<file path="config.mk">
export PLATFORM = sky130hd
export DESIGN_NAME = loop_interface_merge_trx_a
export DESIGN_NICKNAME = d
export VERILOG_FILES = /design/src/rtl/loop_interface_pkg.sv /design/src/rtl/loop_sat_counter.sv /design/src/rtl/loop_interface_merge_trx_a.sv
export SDC_FILE = /design/constraint.sdc
export NUM_CORES = 1
export LEC_CHECK = 0
export BUFFER_PORTS_ARGS = -buffer_cell sky130_fd_sc_hd__clkbuf_2
export CORE_AREA = 5 5 137 139
export CTS_CLUSTER_SIZE = 30
export DETAILED_ROUTE_END_ITERATION = 10
export DIE_AREA = 0 0 142 144
export GPL_ROUTABILITY_DRIVEN = 0
export PLACE_DENSITY_LB_ADDON = 0.05
export SKIP_CTS_REPAIR_TIMING = 1
export SLEW_MARGIN = 20
export SYNTH_ARGS = -nofsm -noshare
export SYNTH_HDL_FRONTEND = slang
export SYNTH_SLANG_ARGS = --single-unit
export TNS_END_PERCENT = 50
</file>
<file path="constraint.sdc">
create_clock -name i_clk -period 4.5 [get_ports i_clk]
set_input_delay 0.9 -clock i_clk [delete_from_list [all_inputs] [get_ports i_clk]]
set_output_delay 0.9 -clock i_clk [all_outputs]
set_load 0.05 [all_outputs]
</file>
<file path="src/rtl/loop_interface_pkg.sv">
// ---------------------------------------------------------------------------
// loop_interface_pkg
// Shared definitions for the transceiver loop-test interface. The TRX B
// splitter and the TRX A merger both use these constants, so they define the
// loop protocol itself.
//   - link/payload widths and the split point of a payload across two words
//   - one-hot state encoding of the TRX A merge FSM
//   - pad_nonzero(): detects a non-zero pad field in a second link word
// ---------------------------------------------------------------------------
package loop_interface_pkg;

  localparam int LOOP_PAYLOAD_W = 56;  // assembled payload width
  localparam int LOOP_LINK_W    = 34;  // transceiver link word width
  localparam int LOOP_SPLIT     = 22;  // payload bits carried by the second word
  localparam int LOOP_PAD_W     = 12;  // zero pad at the bottom of the second word

  // One-hot state bit positions; the FIFO pop strobe is decoded straight
  // from the two READ bits.
  localparam int ST_IDLE_BIT        = 0;
  localparam int ST_READ_PART_1_BIT = 1;
  localparam int ST_WAIT_PART_2_BIT = 2;
  localparam int ST_READ_PART_2_BIT = 3;
  localparam int ST_WAIT_READY_BIT  = 4;
  localparam int ST_WRITE_BIT       = 5;

  typedef enum logic [5:0] {
    S_IDLE        = 6'(1 << ST_IDLE_BIT),
    S_READ_PART_1 = 6'(1 << ST_READ_PART_1_BIT),
    S_WAIT_PART_2 = 6'(1 << ST_WAIT_PART_2_BIT),
    S_READ_PART_2 = 6'(1 << ST_READ_PART_2_BIT),
    S_WAIT_READY  = 6'(1 << ST_WAIT_READY_BIT),
    S_WRITE       = 6'(1 << ST_WRITE_BIT)
  } merge_state_e;

  function automatic logic pad_nonzero(input logic [LOOP_PAD_W-1:0] pad);
    return |pad;
  endfunction

endpackage

</file>
<file path="src/rtl/loop_sat_counter.sv">
// ---------------------------------------------------------------------------
// loop_sat_counter
// Event counter for the loop test. Counts inc_i pulses; at all-ones it either
// wraps to zero (SATURATE=0) or holds (SATURATE=1).
//   clk_i  : clock
//   rst_i  : asynchronous active-high reset, clears the count
//   inc_i  : count enable, one increment per cycle high
//   cnt_o  : current count
// ---------------------------------------------------------------------------
module loop_sat_counter #(
  parameter int WIDTH    = 8,
  parameter bit SATURATE = 1'b0
) (
  input  logic             clk_i,
  input  logic             rst_i,
  input  logic             inc_i,
  output logic [WIDTH-1:0] cnt_o
);

  logic [WIDTH-1:0] cnt_q;
  logic [WIDTH-1:0] cnt_d;

  always_comb begin
    cnt_d = cnt_q;
    if (inc_i && !(SATURATE && (&cnt_q))) begin
      cnt_d = cnt_q + 1'b1;
    end
  end

  always_ff @(posedge clk_i or posedge rst_i) begin
    if (rst_i) begin
      cnt_q <= '0;
    end else begin
      cnt_q <= cnt_d;
    end
  end

  assign cnt_o = cnt_q;

endmodule

</file>
<file path="src/rtl/loop_interface_merge_trx_a.sv">
// ---------------------------------------------------------------------------
// loop_interface_merge_trx_a
// Loop-test receive handler for transceiver A. Pops pairs of 34-bit link
// words from a first-word-fall-through FIFO and merges each pair into one
// 56-bit word: the first word is payload[55:22], the second is
// {payload[21:0], 12'h000}. A non-zero pad flags an error but the word is
// still delivered. Word and error counters support the loop test.
//   i_clk, i_arst : clock, asynchronous active-high reset
//   i_trx_valid   : FIFO not empty
//   i_trx         : FIFO head word
//   o_trx_rd      : FIFO pop strobe (one cycle per word)
//   i_data_rdy    : consumer ready, sampled only while waiting to write
//   o_data        : assembled word, held until the next pair completes
//   o_data_wr     : registered one-cycle write strobe
//   o_err_pad     : one-cycle pulse when the second word had a non-zero pad
//   o_word_cnt    : words written, wrapping
//   o_err_cnt     : pad errors, saturating at 255
// ---------------------------------------------------------------------------
module loop_interface_merge_trx_a
  import loop_interface_pkg::*;
(
  input  logic                      i_clk,
  input  logic                      i_arst,
  input  logic                      i_trx_valid,
  input  logic [LOOP_LINK_W-1:0]    i_trx,
  output logic                      o_trx_rd,
  input  logic                      i_data_rdy,
  output logic [LOOP_PAYLOAD_W-1:0] o_data,
  output logic                      o_data_wr,
  output logic                      o_err_pad,
  output logic [15:0]               o_word_cnt,
  output logic [7:0]                o_err_cnt
);

  merge_state_e              state_q;
  merge_state_e              state_d;
  logic [LOOP_LINK_W-1:0]    hi_q;
  logic [LOOP_PAYLOAD_W-1:0] data_q;
  logic                      data_wr_q;
  logic                      err_pad_q;   // one-cycle pulse
  logic                      pad_err_q;   // held until the word is written
  logic                      pad_bad;
  logic                      word_inc;
  logic                      err_inc;

  assign pad_bad = pad_nonzero(i_trx[LOOP_PAD_W-1:0]);

  // NOTE: every variable assigned in an always_comb gets a default first, so
  // no path through the case statement can leave it unassigned and infer a latch.
  always_comb begin
    state_d = state_q;
    case (state_q)
      S_IDLE:        if (i_trx_valid) state_d = S_READ_PART_1;
      S_READ_PART_1: state_d = S_WAIT_PART_2;
      S_WAIT_PART_2: if (i_trx_valid) state_d = S_READ_PART_2;
      S_READ_PART_2: state_d = S_WAIT_READY;
      S_WAIT_READY:  if (i_data_rdy) state_d = S_WRITE;
      S_WRITE:       state_d = S_IDLE;
      default:       state_d = S_IDLE;  // recover from any non-one-hot value
    endcase
  end

  // NOTE: sequential state uses non-blocking assignments so every register
  // samples pre-edge values regardless of statement order.
  always_ff @(posedge i_clk or posedge i_arst) begin
    if (i_arst) begin
      state_q   <= S_IDLE;
      hi_q      <= '0;
      data_q    <= '0;
      data_wr_q <= 1'b0;
      err_pad_q <= 1'b0;
      pad_err_q <= 1'b0;
    end else begin
      state_q   <= state_d;
      // Registered from next state: high exactly while state_q == S_WRITE.
      data_wr_q <= (state_d == S_WRITE);
      err_pad_q <= (state_q == S_READ_PART_2) && pad_bad;
      if (state_q == S_READ_PART_1) begin
        hi_q <= i_trx;
      end
      if (state_q == S_READ_PART_2) begin
        // Pad bits are dropped; the payload is delivered even when they are bad.
        data_q    <= {hi_q, i_trx[LOOP_LINK_W-1 -: LOOP_SPLIT]};
        pad_err_q <= pad_bad;
      end
    end
  end

  // Decoded straight from state flops, so the pop strobe cannot glitch.
  assign o_trx_rd  = state_q[ST_READ_PART_1_BIT] | state_q[ST_READ_PART_2_BIT];
  assign o_data    = data_q;
  assign o_data_wr = data_wr_q;
  assign o_err_pad = err_pad_q;

  assign word_inc = (state_q == S_WRITE);
  assign err_inc  = word_inc & pad_err_q;

  loop_sat_counter #(
    .WIDTH    (16),
    .SATURATE (1'b0)
  ) u_word_cnt (
    .clk_i (i_clk),
    .rst_i (i_arst),
    .inc_i (word_inc),
    .cnt_o (o_word_cnt)
  );

  loop_sat_counter #(
    .WIDTH    (8),
    .SATURATE (1'b1)
  ) u_err_cnt (
    .clk_i (i_clk),
    .rst_i (i_arst),
    .inc_i (err_inc),
    .cnt_o (o_err_cnt)
  );

endmodule

</file>
* Word-level counts from Yosys, hierarchy flattened *
Cells that the tools add are included.

operators by class
  $add $sub $neg = 2
  equal/unequal tests = 7
  multiplexer cells = 4
  bitwise logic cells = 2
  reductions and logical operators = 5

operators with widths
  cell                                            count
  case mux 6 bit (5 select lines)                 1
  2-to-1 mux 6 bit                                3
  adder 16 x 1 -> 16 bit (second input constant)  1
  == test 6 bit (second input constant)           2
  OR reduction 12 bit                             1
  adder 8 x 1 -> 8 bit (second input constant)    1
  AND reduction 8 bit                             1
  == test 6 x 1 -> 1 bit (second input constant)  1
  == test 6 x 2 -> 1 bit (second input constant)  1
  == test 6 x 3 -> 1 bit (second input constant)  1
  == test 6 x 4 -> 1 bit (second input constant)  1
  == test 6 x 5 -> 1 bit (second input constant)  1
  logical AND 1 bit                               2
  AND 1 bit                                       1
  logical NOT 1 bit                               1
  bitwise OR 1 bit                                1

storage, ports and cells
  flip-flop bits (word level) = 123
  input port bits = 38
  output and inout port bits = 83
  logic and storage cells = 28

* Logic depth before layout (Yosys ltp) *
  depth after elaboration = 3
  gate-level depth with buffers = 6
  gate-level depth less buffers = 5

* Hierarchy *
A second synthesis with hierarchy kept.

second synthesis, totals
  cells, all modules = 328
  area, all modules = 5037.3 µm²

modules (own cells, without submodules)
  module                          instances  cells each  area each (µm²)  sequential area each (µm²)
  loop_interface_merge_trx_a      1          236         3908.7           2478.6
  loop_sat_counter at u_word_cnt  1          57          710.7            400.4
  loop_sat_counter at u_err_cnt   1          35          417.9            200.2

* Worst setup path after synthesis *
Ideal clock, no wire load.

  path kind = register to output
  start = register state_q[3]
  end = output o_trx_rd
  arrival time = 0.994 ns
  required time = 3.600 ns
  setup slack = 2.606 ns
  cell stages (with the launch flop) = 3
  buffers on the path = 1
  path through = dfrtp_1 -> clkbuf_1 -> or2_2

on the way
  longest elaborated chain between the ends = 1

ends and longest elaborated chain
  item                    RTL line                          RTL
  start, declared         loop_interface_merge_trx_a.sv:35  merge_state_e state_q;
  start signal, assigned  loop_interface_merge_trx_a.sv:74  state_q <= state_d;
  bitwise OR 1 bit        loop_interface_merge_trx_a.sv:90  assign o_trx_rd = state_q[ST_READ_PART_1_BIT] | state_q[ST_READ_PART_2_BIT];
  end, declared           loop_interface_merge_trx_a.sv:26  output logic o_trx_rd,

Every way passes these cells.

* Final worst setup path *
Ends and elaborated chain as after synthesis.

==> results.cfg <==
[run_status]
status = complete, no violations

[cells_and_area]
nets = 512
layout-drive-gt1-share_pct = 52.2
design_area_um2 = 6300
final_util_pct = 36.0
syn_to_final_growth_pct = 28.5
fin_cells = 712
nFillCells = 1783
diodes = 0

[routing]
num_vias = 3147
ant_nets = 0
drcViolationCount = 0
first_pass_iters = 4
vias_per_cell = 4.42
initialDrtViolationCount = 80
drt_wl_total_mm = 10.8
wl_per_cell_um = 15.2

[synth]
synth_edf_count = 0
ys_ff_latch = 123
async_flop_share_pct = 100
synth_cell_types = 33
syn_area_um2 = 4900
synth_flop_cell = dfrtp_1
syn_avg_cell_area_um2 = 14.3
synth_fp_nets = 384
yosys_warnings = 0
synthCells = 344
synth_seq_area_share_pct = 62.8

[clock_tree]
clock-sinks = 123
cts_tree = built
htree_levels = 4
cts_root_buffer = clkbuf_16
clkTransAtPathRegs_ps = 50
clock_path_buffers = 2
clock_latency_ps = 410
cts_buffers = 17

[setup_path]
reg2reg_from = state_q[1]$_DFF_PP0_
cp-end-kind = output port
worst-path-max-fanout = 13
cp-start-kind = register
arrival_ps = 1520
worstPathRequired_ps = 3600
worstSetupPathType = reg -> out
cp-startpoint = state_q[3]$_DFF_PP0_

[power]
p_seq_share_pct = 38.7
p_comb_share_pct = 31.5
p_sw_mw = 1.53
p_leak_nw = 3.06
p_total_mw = 4.20
p_int_mw = 2.67
ir_worst_vdd_uv = 268
p_sw_share_pct = 36.3
power_frac_clock_pct = 29.8
powerDensity_nw_per_um2 = 666

[place]
dp_hpwl_mm = 7.30
dp.cells = 682
placed_cell_area_um2 = 5760
place.port_buffers = 120
dp_slack_ps = 2360

[floorplan]
die_y_um = 144
start_util_pct = 28.0
io_pins = 121
row_count = 49
die_w_um = 142
fp.coreArea_um2 = 17500
dieArea_um2 = 20400

[timing]
worst_slack_ps = 2080
max_freq_mhz = 414
period_needed_ps = 2420
relSlewSlack_pct = 46.9
tightest_slew_ps = 796
finalSetupTns_ps = 0
setup_violations = 0
post-route-period-util_pct = 53.7
hold_slack_ps = 481
final.setup_skew_ps = 7.65
rsz0062_at_grt = no
slew_violations = 0
hold_viol = 0

[min_path]
min-delay-start = u_word_cnt.cnt_o[15]$_DFFE_PP0N_
hold_path.class = reg -> reg

[grt]
track_usage_pct = 11.4
antenna_found_initial = 0
overflow = 0
first_global_vias = 3422
grt_pass1_wl_mm = 18.1
grt_max_degree = 66

[job]
cap_violations = 0
[synth_stat cells (5+ instances only)]
cell type,number,area (um2)
inv_1,7,26.3
nor4_1,6,37.5
dfrtp_1,122,3050
nor2_1,9,33.8
buf_2,8,40.0
nand4_1,7,43.8
xnor2_1,12,105
nand2_1,11,41.3
xor2_1,8,70.1
clkbuf_1,5,18.8
nand3_1,14,70.1
mux2_2,93,1050
nor3_1,13,65.1
[cells in the final DEF (no fill, tap or decap), drive strengths merged]
master / count
mux2i: 1
o21ai: 4
o21ba: 1
a21o: 1
or3: 1
and2b: 1
nand2b: 1
clkbuf: 143
nor4: 8
nand2: 11
nor2: 9
buf: 3
nand3: 14
or2: 2
or4: 1
clkinvlp: 3
bufinv: 1
dfrtp: 122
a21oi: 4
xnor2: 12
clkinv: 3
mux2: 93
nor3: 14
nand4: 7
o2111ai: 1
xor2: 8
dfstp: 1
ha: 2
nand3b: 1
a31oi: 1
nor2b: 2
inv: 7
[per-layer routing]
| metal | wire length [um] | global-route usage [%] | vias up | part of all wire [%] |
|---|---|---|---|---|
| li1 | - | - | 1482 | - |
| met1 | 4470 | 13.9 | 1564 | 41 |
| met2 | 5360 | 18.0 | 85 | 50 |
| met3 | 770 | 4.73 | 16 | 7.1 |
| met4 | 204 | 4.80 | 0 | 1.9 |
| met5 | 0 | 0 | - | 0 |
[final cells by class]
cell class | instances | area, um2 | share of cell area, %
Clock buffer | 23 | 478 | 7.58
Sequential cell | 123 | 3080 | 48.8
Tap cell | 229 | 287 | 4.54
Inverter | 7 | 28.8 | 0.456
Timing Repair Buffer | 123 | 636 | 10.1
Multi-Input combinational cell | 200 | 1730 | 27.4
Clock inverter | 7 | 67.6 | 1.07
[worst paths after layout]
| check | end | slack, ps | cells after the start |
|---|---|---|---|
| max in group asynchronous | hi_q[31]$_DFFE_PP0P_ | 3050 | 3 |
| hold / removal | u_word_cnt.cnt_o[15]$_DFFE_PP0N_ | 480 | 1 |
| setup / recovery | o_trx_rd | 2080 | 2 |
| hold reg to reg | u_word_cnt.cnt_o[15]$_DFFE_PP0N_ | 480 | 1 |
| setup reg to reg | u_word_cnt.cnt_o[12]$_DFFE_PP0N_ | 2410 | 4 |
| min in group asynchronous | hi_q[25]$_DFFE_PP0P_ | 610 | 2 |
[kinds of logic after synthesis]
family                     after synthesis  synth area share, %
xor gates and xnor gates                20                 3.57
AOI/OAI and AO/OA                       12                 1.48
DFF                                    123                 62.8
and+or+nand+nor                         72                 8.14
adders and majority gates                2                0.510
muxes                                   94                 21.6
buffers and inverters                   21                 1.96
[worst max-delay path: stages, from the launching register on]
cell      delay [ps]
dfrtp_1          510
or2_2            350
clkbuf_2         240
[power groups by stage]
stage / combinational, mW / clock [mW] / sequential (mW)
after global placement: 1.33 / 0 / 1.63
after global routing: 1.41 / 1.36 / 1.68
after CTS: 1.35 / 1.30 / 1.63
after floorplan: 0.464 / 0 / 2.20
after detailed placement: 1.35 / 0 / 1.65
final: 1.32 / 1.25 / 1.63
[sequential cells by signal (all words and copies together), names as in the netlist]
signal / flops
o_data: 56
u_word_cnt.cnt_o: 16
pad_err_q: 1
o_data_wr: 1
hi_q: 34
o_err_pad: 1
u_err_cnt.cnt_o: 8
state_q: 6
(Power assumes the default switching activity.)
